File: config.mk
export PLATFORM = sky130hd
export DESIGN_NAME = mdio_burst_read_ctrl
export DESIGN_NICKNAME = d
export VERILOG_FILES = /design/src/rtl/mdio_burst_read_ctrl.sv
export SDC_FILE = /design/constraint.sdc
export NUM_CORES = 1
export LEC_CHECK = 0
export CAP_MARGIN = 20
export CORE_ASPECT_RATIO = 0.5
export CORE_UTILIZATION = 57
export DETAILED_ROUTE_END_ITERATION = 16
export PLACE_DENSITY = 0.87
export SYNTH_ARGS = -nofsm -noshare
export SYNTH_HDL_FRONTEND = slang
export SYNTH_SLANG_ARGS = --single-unit
File: constraint.sdc
create_clock -name clk_200m -period 6.5 [get_ports clk_200m]
set_clock_uncertainty 0.2 [all_clocks]
set_input_delay 1.3 -clock clk_200m [delete_from_list [all_inputs] [get_ports clk_200m]]
set_output_delay 1.3 -clock clk_200m [all_outputs]
set_load 0.05 [all_outputs]
File: src/rtl/mdio_burst_read_ctrl.sv
// Burst read sequencer for the MDIO memory path: credit-limited single-word issue into a small output FIFO.
// Build option MDIO_BURST_ADDR_WRAP_EN: wrap the address at MEM_DEPTH-1 and run the full length instead of truncating.
module mdio_burst_read_ctrl #(
  parameter int unsigned RD_LATENCY = 2,
  parameter int unsigned FIFO_DEPTH = 4,
  parameter int unsigned MEM_DEPTH  = 32768
) (
  input  logic        clk_200m,
  input  logic        rst_200m,
  input  logic        cmd_start,
  input  logic [6:0]  cmd_mem_sel,
  input  logic [14:0] cmd_addr,
  input  logic [15:0] cmd_len,
  input  logic        cmd_abort,
  output logic        busy,
  output logic        done,
  output logic        trunc,
  output logic        mdio_rd_en,
  output logic        rf_mdio_read_en,
  output logic [6:0]  rf_mdio_which_memory_sel,
  output logic [14:0] rf_mdio_memory_addr,
  input  logic [8:0]  rf_mdio_pkt_data,
  output logic [8:0]  rd_data,
  output logic        rd_valid,
  input  logic        rd_ready,
  output logic [15:0] word_cnt
);

  localparam int unsigned PW        = $clog2(FIFO_DEPTH);
  localparam logic [14:0] LAST_ADDR = 15'(MEM_DEPTH - 1);

  typedef logic [PW-1:0] ptr_t;
  typedef logic [PW:0]   cnt_t;

  typedef enum logic [1:0] {
    S_IDLE,
    S_RUN,
    S_DRAIN
  } state_t;

  state_t                  state_q, state_d;
  logic                    busy_q, busy_d;
  logic                    done_q, done_d;
  logic                    trunc_q, trunc_d;
  logic                    mdio_rd_en_q, mdio_rd_en_d;
  logic                    read_en_q, read_en_d;
  logic [6:0]              sel_q, sel_d;
  logic [14:0]             addr_out_q, addr_out_d;
  logic [14:0]             cur_addr_q, cur_addr_d;
  logic [15:0]             remaining_q, remaining_d;
  logic [15:0]             word_cnt_q, word_cnt_d;
  logic [RD_LATENCY-1:0]   infl_q, infl_d;

  logic [8:0]              mem_q [FIFO_DEPTH];
  logic [8:0]              mem_d [FIFO_DEPTH];
  ptr_t                    wr_ptr_q, wr_ptr_d;
  ptr_t                    rd_ptr_q, rd_ptr_d;
  cnt_t                    fifo_cnt_q, fifo_cnt_d;

  logic [31:0]             pending;
  logic                    can_issue;
  logic                    push;
  logic                    pop;
  logic                    accept;

  // Words already committed to the FIFO: the registered strobe plus every stage of the return pipe.
  always_comb begin
    pending = 32'(read_en_q);
    for (int unsigned i = 0; i < RD_LATENCY; i++) begin
      pending = pending + 32'(infl_q[i]);
    end
  end

  assign can_issue = (32'(fifo_cnt_q) + pending) < 32'(FIFO_DEPTH);
  assign push      = infl_q[RD_LATENCY-1];
  assign pop       = (fifo_cnt_q != '0) && rd_ready;
  assign accept    = (state_q == S_IDLE) && cmd_start && !cmd_abort;

  always_comb begin
    state_d      = state_q;
    busy_d       = busy_q;
    done_d       = 1'b0;
    trunc_d      = trunc_q;
    mdio_rd_en_d = mdio_rd_en_q;
    read_en_d    = 1'b0;
    sel_d        = sel_q;
    addr_out_d   = addr_out_q;
    cur_addr_d   = cur_addr_q;
    remaining_d  = remaining_q;

    infl_d[0] = read_en_q;
    for (int unsigned i = 1; i < RD_LATENCY; i++) begin
      infl_d[i] = infl_q[i-1];
    end

    case (state_q)
      S_IDLE: begin
        if (cmd_start) begin
          sel_d       = cmd_mem_sel;
          cur_addr_d  = cmd_addr;
          remaining_d = cmd_len;
          trunc_d     = 1'b0;
          if (cmd_len == '0) begin
            done_d = 1'b1;
          end else begin
            state_d      = S_RUN;
            busy_d       = 1'b1;
            mdio_rd_en_d = 1'b1;
          end
        end
      end
      S_RUN: begin
        if (can_issue) begin
          read_en_d   = 1'b1;
          addr_out_d  = cur_addr_q;
          remaining_d = remaining_q - 16'd1;
          if (cur_addr_q == LAST_ADDR) begin
`ifdef MDIO_BURST_ADDR_WRAP_EN
            cur_addr_d = '0;
`else
            if (remaining_q > 16'd1) begin
              trunc_d = 1'b1;
            end
            remaining_d = '0;
`endif
          end else begin
            cur_addr_d = cur_addr_q + 15'd1;
          end
          if (remaining_d == '0) begin
            state_d = S_DRAIN;
          end
        end
      end
      S_DRAIN: begin
        // Window stays open until the final word has been captured.
        if (pending == '0) begin
          state_d      = S_IDLE;
          busy_d       = 1'b0;
          mdio_rd_en_d = 1'b0;
          done_d       = 1'b1;
        end
      end
      default: begin
        state_d = S_IDLE;
      end
    endcase

    if (cmd_abort) begin
      state_d      = S_IDLE;
      busy_d       = 1'b0;
      done_d       = 1'b0;
      mdio_rd_en_d = 1'b0;
      read_en_d    = 1'b0;
      infl_d       = '0;
    end

    word_cnt_d = (accept ? 16'd0 : word_cnt_q) + 16'(pop);
  end

  // Output FIFO; a push into a full FIFO is only ever paired with a pop, so head data is read before overwrite.
  always_comb begin
    mem_d      = mem_q;
    wr_ptr_d   = wr_ptr_q;
    rd_ptr_d   = rd_ptr_q;
    fifo_cnt_d = fifo_cnt_q + cnt_t'(push) - cnt_t'(pop);
    if (push) begin
      mem_d[wr_ptr_q] = rf_mdio_pkt_data;
      wr_ptr_d        = wr_ptr_q + ptr_t'(1);
    end
    if (pop) begin
      rd_ptr_d = rd_ptr_q + ptr_t'(1);
    end
    if (cmd_abort) begin
      wr_ptr_d   = '0;
      rd_ptr_d   = '0;
      fifo_cnt_d = '0;
    end
  end

  always_ff @(posedge clk_200m) begin
    if (rst_200m) begin
      state_q      <= S_IDLE;
      busy_q       <= 1'b0;
      done_q       <= 1'b0;
      trunc_q      <= 1'b0;
      mdio_rd_en_q <= 1'b0;
      read_en_q    <= 1'b0;
      sel_q        <= '0;
      addr_out_q   <= '0;
      cur_addr_q   <= '0;
      remaining_q  <= '0;
      word_cnt_q   <= '0;
      infl_q       <= '0;
      wr_ptr_q     <= '0;
      rd_ptr_q     <= '0;
      fifo_cnt_q   <= '0;
      for (int unsigned i = 0; i < FIFO_DEPTH; i++) begin
        mem_q[i] <= '0;
      end
    end else begin
      state_q      <= state_d;
      busy_q       <= busy_d;
      done_q       <= done_d;
      trunc_q      <= trunc_d;
      mdio_rd_en_q <= mdio_rd_en_d;
      read_en_q    <= read_en_d;
      sel_q        <= sel_d;
      addr_out_q   <= addr_out_d;
      cur_addr_q   <= cur_addr_d;
      remaining_q  <= remaining_d;
      word_cnt_q   <= word_cnt_d;
      infl_q       <= infl_d;
      wr_ptr_q     <= wr_ptr_d;
      rd_ptr_q     <= rd_ptr_d;
      fifo_cnt_q   <= fifo_cnt_d;
      mem_q        <= mem_d;
    end
  end

  assign busy                     = busy_q;
  assign done                     = done_q;
  assign trunc                    = trunc_q;
  assign mdio_rd_en               = mdio_rd_en_q;
  assign rf_mdio_read_en          = read_en_q;
  assign rf_mdio_which_memory_sel = sel_q;
  assign rf_mdio_memory_addr      = addr_out_q;
  assign rd_data                  = mem_q[rd_ptr_q];
  assign rd_valid                 = (fifo_cnt_q != '0);
  assign word_cnt                 = word_cnt_q;

endmodule

# Word-level counts from Yosys, hierarchy flattened
# Index checks and enable logic that the tools add are counted.
totals:
  ff_bits: 120
  latchBits: 0
  ram_bits: 0
  mem_bits_ro: 0
  out_inout_bits: 53
  word_cells: 105
  mem_count: 0
classes:
  addsub: 10
  mul: 0
  div_mod_pow: 0
  order_cmp: 5
  n_eq_ne: 11
  n_shift: 0
  n_mux: 37
  n_bitwise: 3
  reduce_logical: 21
ops:
  columns: ["op", "n"]
  rows:
  - ["16-bit 2-to-1 mux", 6]
  - ["15-bit 2-to-1 mux", 3]
  - ["36-bit bitwise mux", 1]
  - ["16-bit logical NOT", 2]
  - ["32-bit logical NOT", 1]
  - ["16-bit case mux with 2 select lines", 1]
  - ["15-bit case mux with 2 select lines", 1]
  - ["9-bit 2-to-1 mux", 3]
  - ["9-bit binary-select mux with 2-bit select", 1]
  - ["9-bit demux with 2-bit select", 1]
  - ["16-bit by 1-bit adder with 16-bit output", 1]
  - ["16-bit by 1-bit greater-than comparator with 1-bit output, second input constant", 1]
  - ["2-bit inequality test, second input constant", 8]
  - ["16-bit by 1-bit subtractor with 16-bit output, second input constant", 1]
  - ["15-bit by 1-bit adder with 15-bit output, second input constant", 1]
  - ["15-bit == test, second input constant", 1]
  - ["1-bit 2-to-1 mux", 11]
  - ["2-bit 2-to-1 mux", 5]
  - ["5-bit AND reduction", 2]
  - ["4-bit AND reduction", 2]
  - ["3-bit >= comparator, second input constant", 2]
  - ["2-bit inverter with 3-bit output", 2]
  - ["1-bit case mux with 2 select lines", 3]
  - ["2-bit case mux with 3 select lines", 1]
  - ["20 further kinds", 26]

# Logic depth before layout (Yosys ltp)
# Gate-level depths: netlist of run 1.
logic_depth:
  depth_word: 10
  mapped_depth: 11
  ltp_nobuf: 10

# Worst setup path before layout of run 1
# No wires, ideal clock.
synth_timing:
  path_type: "in2reg"
  start: "input port cmd_abort"
  end: "register word_cnt_q[14], in the netlist word_cnt[14]"
  setup_time_ns: 0.126
  arrival_ns: 3.071
  t_required_ns: 6.174
  setup_slack_ns: 3.103
  stages: 10
  path_buffers: 1
  path_cell_list: "or4b_1 -> clkbuf_1 -> and2_1 -> ha_1 -> ha_1 -> nand4_1 -> nor2_1 -> nand3_1 -> xor2_1 -> nor2_1"
synth_via:
  elab_chain_cells: 4
synth_lines:
  columns: ["element", "line", "source"]
  rows:
  - ["start, declared", "14", "input logic cmd_abort,"]
  - ["1-bit logical NOT", "77", "assign accept = (state_q == S_IDLE) && cmd_start && !cmd_abort;"]
  - ["1-bit logical AND", "77", null]
  - ["16-bit 2-to-1 mux", "157", "word_cnt_d = (accept ? 16'd0 : word_cnt_q) + 16'(pop);"]
  - ["16-bit by 1-bit adder with 16-bit output", "157", null]
  - ["end signal, assigned", "211", "word_cnt_q <= word_cnt_d;"]
  - ["end, declared", "51", "logic [15:0] word_cnt_q, word_cnt_d;"]
# Every way passes these cells.
# A chain may end at the register's enable or synchronous reset.

# Worst setup path after layout of run 1
layout_timing:
  start: "register rd_ptr_q[0]"
  end: "output port rd_data[7]"
layout_via:
  elab_chain_cells: 4
layout_lines:
  columns: ["element", "line", "source"]
  rows:
  - ["start, declared", "57", "ptr_t rd_ptr_q, rd_ptr_d;"]
  - ["start signal, assigned", "214", "rd_ptr_q <= rd_ptr_d;"]
  - ["2-bit inverter with 3-bit output (implied by the code)", "227", "assign rd_data = mem_q[rd_ptr_q];"]
  - ["9-bit binary-select mux with 2-bit select", "227", null]
  - ["9-bit 2-to-1 mux (implied by the code) (2 in series)", "227", null]
  - ["end, declared", "23", "output logic [8:0] rd_data,"]
# Every way passes these cells. The select of a mux whose other input is x is not followed.

==> implementation parameters, run 1 <==
Parameter                              Value

Status
  Status ... complete, no violations

Layout
  Nets@finish ... 842
  Layout overhead on the synthesized area ... 28.6%
  Share of post-route cells with drive strength above 1 ... 7.76%
  Post-Route Utilization ... 76.9%
  Number of diodes ... 0
  Number of inserted filler cells in the final layout ... 669

Clock tree
  Clock Sinks ... 120
  CTS clk-pin slew, worst paths ... 50 ps
  Setup Buffers After CTS ... 0
  Post-CTS resize count ... 0
  Maximum number of buffers from clock root to sink ... 2
  H-tree level count ... 4
  CTS tree ... done
  Buffer cell driving the clock tree root ... clkbuf_16
  Worst-Skew Late Latency ... 410 ps
  Hold_buf cts ... 0
  Clock buffers created by TritonCTS ... 17

Hold path
  Min-delay worst type ... flip-flop to flip-flop
  Hold path start ... rf_mdio_memory_addr[3]
  Number of cells on the worst hold path ... 2
  End of the worst hold path ... rf_mdio_memory_addr[3]

Yosys
  Largest cells by area after synthesis ... dfxtp_1 (42%), nand2_1 (7.8%), a21oi_1 (6.7%)
  Leading post-synthesis cells by instance count ... dfxtp_1 (120), nand2_1 (119), a21oi_1 (77), nor2_1 (67), nand3_1 (54)
  Yosys synthesis warning count ... 0
  Distinct cells, synth ... 66
  Post-synth top area share ... 41.9%
  Yosys reg bits ... 120
  Xor-xnor portion of the synthesized cell area ... 3.79%
  FFs w/ async S/R, synth ... 0%
  Post-synthesis share of cell area spent on full adders, half adders and majority gates ... 3.31%
  Basic-gate share of the synthesized area counting and, or, nand and nor cells ... 27.8%
  Cell count after synthesis ... 695
  Sequential-to-total area share from yosys stat ... 41.9%
  Number of flops mapped to enable cells by yosys ... 0
  Combinational family with the most area after synthesis ... simple AND/OR/NAND/NOR gates
  Most area-hungry cell type in the Yosys netlist ... dfxtp_1
  Most common cell in the netlist ... dfxtp_1
  Combined area of all synthesized cells ... 5740 sq um
  Most used flip-flop cell after synthesis ... dfxtp_1
  Compound-gate portion of the synthesized area ... 15.2%
  Avg Cell Area, Syn ... 8.26 sq um
  Multiplexer fraction of the synthesized cell area ... 3.71%
  Net count after synthesis ... 761

Place
  Port Buf Inserts ... 104
  Final estimated routing congestion in global placement ... 0.886
  Worst-case setup slack after placement ... 2400 ps
  Half-perimeter wire length after detailed placement ... 9.54 mm

Global route
  Via count of the first global-routing pass ... 5,024
  Maximum number of pins on one net before global-route repair ... 53
  Wire length of the first global-routing pass ... 23.5 mm
  Gr usage total ... 28.5%
  Antenna violations before repair ... 0
  Global-route congestion overflow total ... 0

Route
  Wirelength per Cell ... 15.8 um
  Post-detailed-route count of antenna-violating nets ... 0
  Vias after detailed routing ... 5,434
  Remaining routing DRC violations ... 0
  Count of routing violations after the opening detailed-route iteration ... 457
  Routed vias/inst ... 5.90
  TritonRoute pass-1 iters ... 5
  Wire length reported by the detailed router ... 14.5 mm

STA
  Final setup violation count ... 0
  Pin slew with the least headroom to its limit ... 1050 ps
  Min Clock Period, post-route ... 4010 ps
  Total negative slack for setup checks ... 0 ps
  Achievable Freq ... 249 MHz
  Share of the cycle needed by the critical path after routing ... 61.7%
  Final Worst Setup Slack ... 2490 ps
  Endpoints failing hold ... 0
  Final number of max-transition violations ... 0
  Max transition margin ... 29.6%
  Setup repair after global routing missed its margin ... no

Floorplanning
  Row count ... 25
  Horiz. Die Dim ... 144 um
  Initial core utilization ... 59.8%
  Io pins ... 105
  Die Ht ... 73.0 um
  Floorplan die area ... 10,500 sq um
  Core area ... 9600 sq um

Worst setup path
  Delay of the slowest critical-path stage ... 790 ps
  Maximum fanout count along the critical path ... 11
  FF-to-FF End ... cur_addr_q[5]
  Endpoint kind of the worst setup timing path ... output pin
  Crit path arrival time ... 2510 ps
  Number of buffers and inverters on the critical path ... 1
  R2R depth ... 10
  Critical register-to-register path startpoint ... infl_q[1]
  Cell chain of the critical path ... mux4_2 > clkdlybuf4s50_1
  CP top delay family ... flip-flops
  Worst Path Class, Setup ... flip-flop to output pin
  Critical-path top delay cell ... dfxtp_1
  Required time worst endpoint ... 5000 ps
  Reg2Reg Setup Slack ... 2650 ps
  Startpoint Class ... flip-flop

Pwr
  Clock network fraction of design power ... 50.2%
  Fraction of power consumed by sequential logic ... 39.5%
  Internal power ... 1.53 mW
  Switching part of the total power ... 23.6%
  Power dissipated by switching net loads ... 471 uW
  Static Leak ... 2.59 nW
  Share of total power in combinational logic ... 10.3%
  Power density normalized to cell area ... 270 nW/um^2
  Highest ir drop seen on vdd ... 0.206 mV

Run
  Max capacitance violation total ... 0
[through the flow]
| step | hold WS, ps | cell area, sq um | power, mW | cells |
|---|---|---|---|---|
| final | 254 | 7380 | 2.00 | 921 |
| after global routing | 275 | 7380 | 2.06 | 921 |
| after CTS | 254 | 7380 | 2.00 | 920 |
| after detailed placement | 247 | 6760 | 1.00 | 891 |
| after global placement | 239 | 6760 | 0.999 | 891 |
| after floorplan | 233 | 5740 | 0.932 | 695 |
[area by class of cell]
cell class / count / area [sq um] / area share, %
clock buffers: 18 / 439 / 5.95
clock inverters: 11 / 180 / 2.44
inverters: 8 / 30.0 / 0.407
multi-input cells: 520 / 3090 / 41.8
flip-flops and latches: 120 / 2400 / 32.5
well taps: 135 / 169 / 2.29
repair buffers: 109 / 1070 / 14.5
[placed cells by master, fill, tap and decap left out, drive strengths merged, types with 5 or more instances in the layout]
master / n
a211oi: 9
a21oi: 77
a221oi: 7
a2bb2oi: 5
and2: 9
and3: 5
buf: 6
bufinv: 5
clkbuf: 18
clkdlybuf4s50: 103
clkinv: 6
dfxtp: 120
ha: 12
inv: 8
mux4: 9
nand2: 120
nand2b: 5
nand3: 54
nand4: 10
nor2: 68
nor3: 24
nor4: 11
o21ai: 17
xnor2: 10
xor2: 14
[worst max-delay path by stage]
stage,from,end,slack (ps),cells past startpoint
after global placement,cmd_start,cur_addr_q[5],2460,7
after detailed placement,cmd_start,cur_addr_q[4],2400,8
after global routing,rd_ptr_q[0],rd_data[7],2390,2
after floorplan,cmd_abort,word_cnt[14],3100,10
after CTS,rd_ptr_q[0],rd_data[7],2470,2
final,rd_ptr_q[0],rd_data[7],2490,2
[routing by layer]
layer  GRT usage (%)  vias to the layer above  wire length [um]
li1                -                     2624                 -
met1            35.6                     2541              6340
met2            47.8                      236              6960
met3            6.17                       33               957
met4            12.8                        0               274
met5               0                        -                 0
[flip-flops by register name, indices dropped and copies added, names as in the netlist]
signal                    cells
rf_mdio_read_en               1
wr_ptr_q                      2
mem_q                        36
infl_q                        2
cur_addr_q                   15
fifo_cnt_q                    3
mdio_rd_en                    1
trunc                         1
rf_mdio_memory_addr          15
rd_ptr_q                      2
done                          1
remaining_q                  16
state_q                       2
rf_mdio_which_memory_sel      7
word_cnt                     16
[cells by family after synthesis]
logic type,after synthesis
AND/OR/NAND/NOR,329
AO/OA/AOI/OAI,143
flip-flops,120
buffers and inverters,55
XOR/XNOR,24
adder cells (fa/ha/maj),14
multiplexers,10
[power groups by stage]
stage,logic (mW),registers [mW],clock network [mW]
3_5_place_dp,0.200,0.802,0
3_3_place_gp,0.197,0.801,0
6_report,0.206,0.789,1.00
2_1_floorplan,0.121,0.811,0
4_1_cts,0.204,0.788,1.01
5_1_grt,0.223,0.791,1.04
[worst min-delay path: stages (launching register included)]
cell and delay (ps):
dfxtp_1 300, nand2_1 50, a21oi_1 50
Power figures use the tool's default switching activity.
==> run 2, diff against run 1 <==
- CORE_UTILIZATION: 57 -> 48
- PLACE_DENSITY: 0.87 -> 0.78
- clock period: 6.5 -> 3.6 ns (I/O delays scaled with it)
==> implementation parameters, run 2 (synthesis gave the netlist of run 1 again) <==
Parameter                              Value

STA
  Final number of max-transition violations ... 0
  Endpoints failing hold ... 0
  Final setup violation count ... 0
  Final Worst Setup Slack ... 270 ps
  Max transition margin ... 52.5%
  Pin slew with the least headroom to its limit ... 711 ps
  Total negative slack for setup checks ... 0 ps
  Post-route worst hold slack ... 253 ps
  Achievable Freq ... 300 MHz
  Setup repair after global routing missed its margin ... no
  Share of the cycle needed by the critical path after routing ... 92.5%
  Min Clock Period, post-route ... 3330 ps

Pwr
  Clock network fraction of design power ... 49.5%
  Power density normalized to cell area ... 477 nW/um^2
  Switching part of the total power ... 25.7%
  Highest ir drop seen on vdd ... 0.276 mV
  Internal power ... 2.65 mW
  Static Leak ... 2.60 nW
  Share of total power in combinational logic ... 10.7%
  Power dissipated by switching net loads ... 917 uW
  Fraction of power consumed by sequential logic ... 39.9%

Floorplanning
  Io pins ... 105
  Core area ... 11,300 sq um
  Initial core utilization ... 50.7%
  Row count ... 27
  Horiz. Die Dim ... 157 um
  Die Ht ... 79.3 um
  Floorplan die area ... 12,400 sq um

Layout
  Post-Route Utilization ... 66.0%
  Nets@finish ... 850
  Number of diodes ... 0
  Most frequent standard cell in the layout excluding fill and tap cells ... dfxtp_1
  Commonest cells after routing, fill and taps aside ... dfxtp_1 (120), nand2_1 (119), clkdlybuf4s50_1 (103), a21oi_1 (77), nor2_1 (67)
  Number of inserted filler cells in the final layout ... 939
  Share of post-route cells with drive strength above 1 ... 8.91%
  Flip-flop count of the largest register after layout ... 36
  Register with the most flip-flops ... mem_q
  Non-Filler Instances ... 956
  Layout overhead on the synthesized area ... 30.2%

Clock tree
  Hold_buf cts ... 0
  Maximum number of buffers from clock root to sink ... 2
  Post-CTS resize count ... 0
  Clock buffers created by TritonCTS ... 17
  H-tree level count ... 4
  Clock Sinks ... 120
  Setup Buffers After CTS ... 0
  CTS clk-pin slew, worst paths ... 50 ps
  Buffer cell driving the clock tree root ... clkbuf_16
  Worst-Skew Late Latency ... 410 ps
  CTS tree ... done

Hold path
  Number of cells on the worst hold path ... 2
  Hold path start ... rf_mdio_which_memory_sel[0]
  End of the worst hold path ... rf_mdio_which_memory_sel[0]
  Min-delay worst type ... flip-flop to flip-flop

Route
  Vias after detailed routing ... 5,321
  Wire length reported by the detailed router ... 14.8 mm
  Wirelength per Cell ... 15.5 um
  TritonRoute pass-1 iters ... 5
  Remaining routing DRC violations ... 0
  Post-detailed-route count of antenna-violating nets ... 0
  Routed vias/inst ... 5.57
  Count of routing violations after the opening detailed-route iteration ... 345

Run
  Max capacitance violation total ... 0

Place
  Port Buf Inserts ... 104
  Final estimated routing congestion in global placement ... 0.868
  Worst-case setup slack after placement ... 359 ps
  Placed Cells incl. Taps ... 923
  Half-perimeter wire length after detailed placement ... 10.1 mm

Worst setup path
  Startpoint Class ... flip-flop
  Maximum fanout count along the critical path ... 6
  Required time worst endpoint ... 2680 ps
  Critical register-to-register path startpoint ... rf_mdio_read_en
  FF-to-FF End ... remaining_q[2]
  Endpoint kind of the worst setup timing path ... output pin
  Crit path arrival time ... 2410 ps
  R2R depth ... 8
  Worst Path Class, Setup ... flip-flop to output pin
  Reg2Reg Setup Slack ... 480 ps

Global route
  Maximum number of pins on one net before global-route repair ... 44
  Antenna violations before repair ... 0
  Gr usage total ... 25.3%
  Wire length of the first global-routing pass ... 24.6 mm
  Via count of the first global-routing pass ... 5,076
  Global-route congestion overflow total ... 0

Status
  Status ... complete, no violations
[run 2: cell count changes in the layout (fill, tap and decap cells not counted)]
cell / before / now
clkbuf_1: 0 / 1
bufinv_16: 5 / 3
inv_6: 0 / 1
buf_4: 5 / 13
clkinv_2: 6 / 0
clkinvlp_4: 0 / 4
clkinv_4: 0 / 5
[run 2: through the flow]
stage          power, mW  instance area [sq um]
3_3_place_gp        1.82                   6850
2_1_floorplan       1.68                   5740
6_report            3.57                   7470
3_5_place_dp        1.82                   6850
5_1_grt             3.70                   7470
4_1_cts             3.58                   7460
[run 2: final cells by class]
| class | instances | area (sq um) | share of cell area, % |
|---|---|---|---|
| sequential | 120 | 2400 | 32.2 |
| clock buffer | 19 | 443 | 5.93 |
| timing repair buffer | 117 | 1130 | 15.2 |
| inverter | 8 | 30.0 | 0.402 |
| multi-input combinational | 520 | 3090 | 41.4 |
| clock inverter | 13 | 173 | 2.31 |
| tap | 159 | 199 | 2.66 |
[run 2: critical path: stages (launching register included)]
cell             delay (ps)
dfxtp_1                 520
buf_4                   250
mux4_2                  510
clkdlybuf4s50_1         710
[run 2: how the worst max path moves through the flow]
stage	startpoint	to
finish	rd_ptr_q[0]	rd_data[5]
global route	rd_ptr_q[0]	rd_data[7]
CTS	rd_ptr_q[0]	rd_data[5]
detailed placement	cmd_start	word_cnt[14]
global placement	cmd_start	word_cnt[14]
floorplan	rf_mdio_read_en	cur_addr_q[2]
[run 2: power by group through the flow]
stage	Sequential [mW]	Clock [mW]	Combinational, mW
after CTS	1.42	1.78	0.376
after global placement	1.45	0	0.368
after global routing	1.43	1.86	0.414
final	1.42	1.76	0.380
after detailed placement	1.45	0	0.374
after floorplan	1.46	0	0.219
[run 2: routing by layer]
layer	part of all wire [%]	vias to the layer above	global-route usage [%]
met3	4.8	17	5.46
met4	1.2	0	11.4
met5	0	-	0
met1	45	2500	31.6
met2	49	171	42.1
li1	-	2633	-
==> run 3, diff against run 2 <==
--- a/config.mk
+++ b/config.mk
@@ -10,3 +10,5 @@
 export CORE_UTILIZATION = 48
+export CTS_CLUSTER_SIZE = 24
 export DETAILED_ROUTE_END_ITERATION = 16
+export MAX_ROUTING_LAYER = met4
 export PLACE_DENSITY = 0.78
--- a/constraint.sdc
+++ b/constraint.sdc
@@ -4,2 +4,2 @@
 set_output_delay 0.72 -clock clk_200m [all_outputs]
-set_load 0.05 [all_outputs]
+set_load 0.02 [all_outputs]
==> implementation parameters, run 3 (synthesis gave the netlist of run 1 again) <==
Parameter                              Value

Worst setup path
  Startpoint Class ... flip-flop
  Worst Path Class, Setup ... flip-flop to output pin
  Endpoint kind of the worst setup timing path ... output pin
  Maximum fanout count along the critical path ... 10
  Number of buffers and inverters on the critical path ... 1
  Required time worst endpoint ... 2680 ps
  Critical-path top delay cell ... dfxtp_1
  Crit path arrival time ... 2320 ps
  Cell chain of the critical path ... mux4_2 > clkdlybuf4s50_1
  CP top delay family ... flip-flops
  Delay of the slowest critical-path stage ... 760 ps

STA
  Post-route worst hold slack ... 252 ps
  Pin slew with the least headroom to its limit ... 783 ps
  Final setup violation count ... 0
  Endpoints failing hold ... 0
  Total negative slack for setup checks ... 0 ps
  Share of the cycle needed by the critical path after routing ... 89.9%
  Min Clock Period, post-route ... 3240 ps
  Achievable Freq ... 309 MHz
  Final Worst Setup Slack ... 364 ps
  Max transition margin ... 47.8%
  Final number of max-transition violations ... 0
  Setup repair after global routing missed its margin ... no

Layout
  Number of diodes ... 0
  Cell area after layout ... 7500 sq um
  Share of post-route cells with drive strength above 1 ... 8.55%
  Nets@finish ... 849
  Non-Filler Instances ... 954
  Layout overhead on the synthesized area ... 30.7%
  Post-Route Utilization ... 66.3%
  Commonest cells after routing, fill and taps aside ... dfxtp_1 (120), nand2_1 (119), clkdlybuf4s50_1 (103), a21oi_1 (77), nor2_1 (67)
  Most frequent standard cell in the layout excluding fill and tap cells ... dfxtp_1
  Flip-flop count of the largest register after layout ... 36
  Number of inserted filler cells in the final layout ... 942
  Register with the most flip-flops ... mem_q

Floorplanning
  Die Ht ... 79.3 um
  Horiz. Die Dim ... 157 um
  Initial core utilization ... 50.7%
  Floorplan die area ... 12,400 sq um
  Io pins ... 105
  Row count ... 27
  Core area ... 11,300 sq um

Clock tree
  Post-CTS resize count ... 0
  Worst-Skew Late Latency ... 400 ps
  Hold_buf cts ... 0
  Setup Buffers After CTS ... 0
  H-tree level count ... 4
  CTS clk-pin slew, worst paths ... 50 ps
  CTS tree ... done
  Buffer cell driving the clock tree root ... clkbuf_16
  Clock buffers created by TritonCTS ... 17
  Clock Sinks ... 120
  Maximum number of buffers from clock root to sink ... 2

Pwr
  Highest ir drop seen on vdd ... 0.414 mV
  Total chip power ... 3.62 mW
  Static Leak ... 2.63 nW
  Power density normalized to cell area ... 483 nW/um^2

Place
  Placed Cells incl. Taps ... 922
  Half-perimeter wire length after detailed placement ... 10.0 mm
  Instance area after placement ... 6850 sq um
  Worst-case setup slack after placement ... 331 ps
  Port Buf Inserts ... 104
  Final estimated routing congestion in global placement ... 0.905

Route
  Post-detailed-route count of antenna-violating nets ... 0
  Vias after detailed routing ... 5,301
  TritonRoute pass-1 iters ... 5
  Routed vias/inst ... 5.56
  Remaining routing DRC violations ... 0
  Wire length reported by the detailed router ... 14.7 mm
  Count of routing violations after the opening detailed-route iteration ... 295
  Wirelength per Cell ... 15.4 um

Global route
  Global-route congestion overflow total ... 0
  Maximum number of pins on one net before global-route repair ... 76
  Wire length of the first global-routing pass ... 24.4 mm
  Antenna violations before repair ... 0
  Via count of the first global-routing pass ... 4,973
  Gr usage total ... 25.6%

Hold path
  Min-delay worst type ... flip-flop to flip-flop

Run
  Max capacitance violation total ... 0

Status
  Status ... complete, no violations
==> run 3: cell count changes in the layout (fill, tap and decap cells not counted) <==
cell	previous run	this run
buf_12	0	1
clkinv_4	5	1
clkbuf_8	1	5
clkbuf_1	1	2
inv_6	1	0
bufinv_16	3	4
buf_4	13	11
clkinv_2	0	2
clkinvlp_4	4	0
==> run 3: final timing paths <==
kind	start	to	slack, ps	cells after the start
worst max-delay path	rd_ptr_q[0]	rd_data[1]	360	2
worst min-delay path	rf_mdio_which_memory_sel[0]	rf_mdio_which_memory_sel[0]	250	2
worst max register to register	rf_mdio_read_en	remaining_q[13]	570	8
worst min register to register	rf_mdio_which_memory_sel[0]	rf_mdio_which_memory_sel[0]	250	2
==> run 3: worst register-to-register path: cells and delay by family (launching register included) <==
family          cells  cell delay, ps
flops               1             330
fa+ha+maj           2             770
compound gates      3             840
simple gates        3             770
==> run 3: report_power, final <==
group          switching [mW]  internal (mW)  leakage (nW)  total, mW
Clock                   0.591           1.25         0.316       1.84
Sequential             0.0528           1.37         0.975       1.42
Combinational           0.192          0.167          1.34      0.359
Total                   0.835           2.78          2.63       3.62
==> run 3: routing by layer <==
| layer | part of all wire [%] | track usage, % | up-vias |
|---|---|---|---|
| met2 | 49 | 42.4 | 123 |
| met3 | 3.7 | 4.37 | 9 |
| met4 | 0.77 | 8.14 | 0 |
| met1 | 46 | 32.0 | 2535 |
| met5 | 0 | - | - |
| li1 | - | - | 2634 |
==> run 3: final cells by class <==
cell class	instances	area, sq um	area share [%]
Multi-Input combinational cell	520	3090	41.2
Sequential cell	120	2400	32.0
Timing Repair Buffer	116	1140	15.2
Clock buffer	24	502	6.69
Tap cell	159	199	2.65
Clock inverter	7	139	1.85
Inverter	8	30.0	0.400
